$ cat config.mk
export PLATFORM = sky130hd
export DESIGN_NAME = cic_decimator
export DESIGN_NICKNAME = d
export VERILOG_FILES = /design/src/rtl/cic_pkg.sv /design/src/rtl/cic_comb_stage.sv /design/src/rtl/cic_decimator.sv
export SDC_FILE = /design/constraint.sdc
export NUM_CORES = 1
export LEC_CHECK = 0
export CORE_MARGIN = 4
export CORE_UTILIZATION = 55
export CTS_BUF_LIST = sky130_fd_sc_hd__clkbuf_16
export CTS_CLUSTER_DIAMETER = 80
export DETAILED_ROUTE_END_ITERATION = 10
export GPL_ROUTABILITY_DRIVEN = 0
export MAX_ROUTING_LAYER = met4
export PLACE_DENSITY = 0.72
export SYNTH_ARGS = -nofsm -noshare
export SYNTH_HDL_FRONTEND = slang
export SYNTH_SLANG_ARGS = --single-unit
$ cat constraint.sdc
create_clock -name clk -period 6.7 [get_ports clk]
set_clock_uncertainty 0.1 [all_clocks]
set_input_delay 1.675 -clock clk [delete_from_list [all_inputs] [get_ports clk]]
set_output_delay 1.675 -clock clk [all_outputs]
set_load 0.05 [all_outputs]
$ cat src/rtl/cic_pkg.sv
// Shared CIC helpers: width arithmetic and the round/saturate step used by
// both the decimator and the planned interpolator.
package cic_pkg;

    localparam int MAX_STAGES = 6;

    function automatic int clog2(input int v);
        int r;
        int x;
        r = 0;
        x = v - 1;
        while (x > 0) begin
            r++;
            x = x >> 1;
        end
        return r;
    endfunction

    function automatic int acc_width(input int in_w, input int n, input int r, input int m);
        return in_w + n * clog2(r * m);
    endfunction

    // Drop (acc_w - out_w) LSBs with round-half-up, then clamp the positive side.
    function automatic logic signed [63:0] round_sat(input logic signed [63:0] v,
                                                     input int acc_w,
                                                     input int out_w);
        logic signed [63:0] r;
        logic signed [63:0] max_val;
        int d;
        d = acc_w - out_w;
        if (d > 0) begin
            r = (v + (64'sd1 <<< (d - 1))) >>> d;
        end else begin
            r = v;
        end
        max_val = (64'sd1 <<< (out_w - 1)) - 64'sd1;
        if (r > max_val) begin
            r = max_val;
        end
        return r;
    endfunction

endpackage

$ cat src/rtl/cic_comb_stage.sv
// One CIC comb stage: y = x - x delayed by M decimated samples, advancing
// only when en is high.
module cic_comb_stage
    import cic_pkg::*;
#(
    parameter int W = 19,
    parameter int M = 1
) (
    input  logic                clk,
    input  logic                rst,
    input  logic                en,
    input  logic signed [W-1:0] din,
    output logic signed [W-1:0] dout
);

    logic signed [W-1:0] delay_reg [M];

    always_ff @(posedge clk) begin
        if (rst) begin
            for (int k = 0; k < M; k++) begin
                delay_reg[k] <= '0;
            end
            dout <= '0;
        end else if (en) begin
            delay_reg[0] <= din;
            for (int k = 1; k < M; k++) begin
                delay_reg[k] <= delay_reg[k-1];
            end
            dout <= din - delay_reg[M-1];
        end
    end

endmodule

$ cat src/rtl/cic_decimator.sv
// N-stage CIC decimator: integrators at input rate, decimate-by-R strobe,
// comb pipeline at output rate, then round-half-up and positive saturation.
module cic_decimator
    import cic_pkg::*;
#(
    parameter int IN_W  = 10,
    parameter int N     = 3,
    parameter int R     = 8,
    parameter int M     = 1,
    parameter int OUT_W = 16
) (
    input  logic                    clk,
    input  logic                    rst,
    input  logic                    in_valid,
    input  logic signed [IN_W-1:0]  in_data,
    output logic                    out_valid,
    output logic signed [OUT_W-1:0] out_data
);

    localparam int ACC_W = acc_width(IN_W, N, R, M);
    localparam int PH_W  = (clog2(R) > 0) ? clog2(R) : 1;

    logic signed [ACC_W-1:0] integ_reg [N];
    logic [PH_W-1:0]         phase_reg;
    logic                    dec;
    logic signed [ACC_W-1:0] in_ext;

    logic                    dec_reg;
    logic                    cap_valid_reg;
    logic signed [ACC_W-1:0] cap_reg;
    logic [N-1:0]            stage_valid_reg;
    logic [N:0]              en_vec;
    logic signed [ACC_W-1:0] comb_data [N+1];
    logic signed [63:0]      comb_wide;
    logic signed [OUT_W-1:0] rounded;

    assign in_ext = {{(ACC_W-IN_W){in_data[IN_W-1]}}, in_data};
    assign dec    = in_valid && (phase_reg == PH_W'(R - 1));

    // Integrators wrap freely in ACC_W bits; the combs cancel the wrap.
    always_ff @(posedge clk) begin
        if (rst) begin
            for (int i = 0; i < N; i++) begin
                integ_reg[i] <= '0;
            end
            phase_reg <= '0;
        end else if (in_valid) begin
            integ_reg[0] <= integ_reg[0] + in_ext;
            for (int i = 1; i < N; i++) begin
                integ_reg[i] <= integ_reg[i] + integ_reg[i-1];
            end
            phase_reg <= dec ? '0 : phase_reg + PH_W'(1);
        end
    end

    // dec_reg marks the cycle in which the last integrator already holds the
    // decimated sample, so capture happens one edge later.
    always_ff @(posedge clk) begin
        if (rst) begin
            dec_reg         <= 1'b0;
            cap_valid_reg   <= 1'b0;
            cap_reg         <= '0;
            stage_valid_reg <= '0;
        end else begin
            dec_reg         <= dec;
            cap_valid_reg   <= dec_reg;
            stage_valid_reg <= en_vec[N-1:0];
            if (dec_reg) begin
                cap_reg <= integ_reg[N-1];
            end
        end
    end

    assign en_vec       = {stage_valid_reg, cap_valid_reg};
    assign comb_data[0] = cap_reg;

    genvar gi;
    generate
        for (gi = 0; gi < N; gi++) begin : g_comb
            cic_comb_stage #(
                .W (ACC_W),
                .M (M)
            ) u_comb (
                .clk  (clk),
                .rst  (rst),
                .en   (en_vec[gi]),
                .din  (comb_data[gi]),
                .dout (comb_data[gi+1])
            );
        end
    endgenerate

    assign comb_wide = {{(64-ACC_W){comb_data[N][ACC_W-1]}}, comb_data[N]};
    assign rounded   = OUT_W'(round_sat(comb_wide, ACC_W, OUT_W));

    always_ff @(posedge clk) begin
        if (rst) begin
            out_valid <= 1'b0;
            out_data  <= '0;
        end else begin
            out_valid <= en_vec[N];
            if (en_vec[N]) begin
                out_data <= rounded;
            end
        end
    end

endmodule

==> qor.yml <==
multiInputGateArea_um2: 6740
cpPeakStageDelay_ps: 430
first_pass_iters: 5
p_seq_frac: 0.471
cts_root_buf: "clkbuf_16"
vias_per_cell: 5.63
max_cap_violations: 0
final_cell_mix: "nor2_1 (156), edfxtp_1 (114), ha_1 (110), inv_1 (109), dfxtp_1 (99)"
num_rows: 55
cp_slowest_cell: "clkdlybuf4s50_1"
synth_edf_count: 114
grtUsageTotal: 0.193
ff_latch_area_um2: 5410
ir_drop_mv: 0.191
synth_seq_area_share: 0.427
grt_antenna_before_repair: 0
hold_end: "g_comb[0].u_comb.dout[16]$_SDFFE_PP0P_"
fin_crit_sh: 0.620
grt_pass1_vias: 9107
dieWidth_um: 160
final-setup-viol-count: 0
p_leak_uw: 0.00573
start_util: 0.560
p_int_uw: 2340
area_growth_pct: 10.2
antenna-diode-count: 0
final_cell_area_um2: 14000
netlist_area_um2: 12700
grt_pass1_wl_mm: 41.2
post_cts_buffers: 0
avgSynthCellArea_um2: 9.54
ys_warn_count: 0
power_density_nw_per_um2: 224
cpMostUsedCell: "o21a_1"
tightest_slew_ps: 898
setup_slack_ps: 2550
dp_cells: 1613
clk_path_buf_depth: 3
hp-start: "g_comb[0].u_comb.dout[16]$_SDFFE_PP0P_"
ys_ff_latch: 213
dieArea_um2: 25500
synth_fa_ha_area_frac: 0.117
syn-num-nets: 1457
status: "completed"
synth.area.mux_share: 0.0300
swShare: 0.254
hold_depth: 2
nFillCells: 1896
p_comb_frac: 0.139
drtAntennaViolNets: 0
power_switching_uw: 797
synthXorXnorAreaFrac: 0.0498
hold_buffers: 0
maxSlewHeadroom: 0.400
synth_ff_type: "edfxtp_1"
die_y_um: 160
ctsResizeCount: 0
synth_area_leader_cell: "edfxtp_1"
clkPwrFrac: 0.390
reg2reg_slack_ps: 3590
globalRoute.totalOverflow: 0
synthCells: 1329
synthArstFlopShare: 0
final_cell_count_no_fill: 1657
io_pins: 30
insertion_delay_ps: 510
maxSlewViolCount: 0
finalHoldViolCount: 0
synth_cell_type_count: 70
ys_top_cells_by_area: "edfxtp_1 (27%), dfxtp_1 (16%), ha_1 (11%)"
core_region_area_um2: 22600
clkTransAtPathRegs_ps: 60
synth_compound_area_frac: 0.155
max_freq_ghz: 0.241
rsz0062_at_grt: "false"
setup_tns_ps: 0
wl_per_cell_um: 14.7
rr_endpoint: "integ_reg[0][56]$_SDFFCE_PN0P_"
crit_type: "in2reg"
crit_arrival_ps: 4290
reg2regPathDepth: 11
drc: 0
drive_above_1_share: 0.0423
startpoint_type: "primary input"
routed_wirelength_mm: 24.4
cts_tree: "yes"
place_area_um2: 13200
cts_sinks: 213
h-tree-depth: 1
dp_hpwl_mm: 18.1
cts_buffers: 24
layout_commonest_cell: "nor2_1"
grt_max_degree: 57
end_kind: "flop"
nets: 1482
fin_crit_ps: 4150
num_vias: 9324
drt_iter0_drc: 337
worstPathCellList: "clkdlybuf4s50_1 > ha_1 > inv_1 > fa_1 > nor2b_1 > o21a_1 > o21a_1 > o31a_1 > o311a_1 > o41ai_2 > nand3_1 > nor3b_2"
power.total_uw: 3140
hold_path_class: "reg2reg"
path_max_fanout: 3
post-synth-top-area-fraction: 0.270
portBuffers: 29
r2r-start: "integ_reg[0][19]$_SDFFCE_PN0P_"
dp_slack_ps: 2050
synthSimpleGateAreaFrac: 0.180
required_ps: 6840
synth_top_family_by_area: "simple AND/OR/NAND/NOR gates"
## final cells by class
class,instances,area share
clock buffers,27,0.0484
clock inverters,17,0.00502
inverters,105,0.0282
multi-input cells,975,0.482
flip-flops and latches,213,0.387
well taps,285,0.0255
repair buffers,35,0.0236
## synthesized netlist by cell type, types with 30 or more instances
master and instances:
inv_1 104, mux2i_1 38, nand3_1 30, nand2_1 58, o21ai_0 48, dfxtp_1 99, edfxtp_1 114, xor2_1 31
a21oi_1 77, and2_1 58, nor2_1 156, xnor2_1 41, ha_1 110, nor3_1 48
## metal layers
metal	GRT usage	vias to the layer above	wire length, µm
met2	0.366	139	12900
met5	-	-	0
met3	0.0243	51	728
met1	0.212	4341	10000
met4	0.0532	0	702
li1	-	4793	-
## logic make-up after synthesis
logic type | Yosys count
and+or+nand+nor | 459
AOI/OAI and AO/OA | 291
DFF | 213
buffers and inverters | 141
adders and majority gates | 115
xor gates and xnor gates | 72
muxes | 38
## worst max-delay path by stage
stage | startpoint | to | slack [ps] | depth (start not counted)
final | in_data[0] | integ_reg[0][18]$_SDFFCE_PN0P_ | 2550 | 12
after global routing | in_data[9] | integ_reg[0][18]$_SDFFCE_PN0P_ | 2350 | 10
after CTS | in_data[9] | integ_reg[0][18]$_SDFFCE_PN0P_ | 2570 | 10
after detailed placement | in_data[9] | integ_reg[0][18]$_SDFFCE_PN0P_ | 2050 | 10
after global placement | in_data[9] | integ_reg[0][18]$_SDFFCE_PN0P_ | 2060 | 10
after floorplan | in_data[0] | integ_reg[0][18]$_SDFFCE_PN0P_ | 2700 | 11
## power groups by stage
stage          combinational (µW)  clock, µW  sequential (µW)
2_1_floorplan                 353          0             1480
3_3_place_gp                  422          0             1500
3_5_place_dp                  432          0             1510
4_1_cts                       436       1250             1480
5_1_grt                       498       1310             1480
6_report                      436       1220             1480
## stage by stage
step,hold WS (ps),utilization
final,370,0.617
after global routing,395,0.617
after CTS,375,0.617
after detailed placement,366,0.584
after global placement,357,0.584
after floorplan,338,-
## critical path: cells and delay by family
| kind | cells | cell delay [ps] |
|---|---|---|
| buffers and inverters | 2 | 500 |
| AOI/OAI and AO/OA | 5 | 1400 |
| and+or+nand+nor | 3 | 330 |
| adders and majority gates | 2 | 400 |
(Power assumes the default switching activity.)
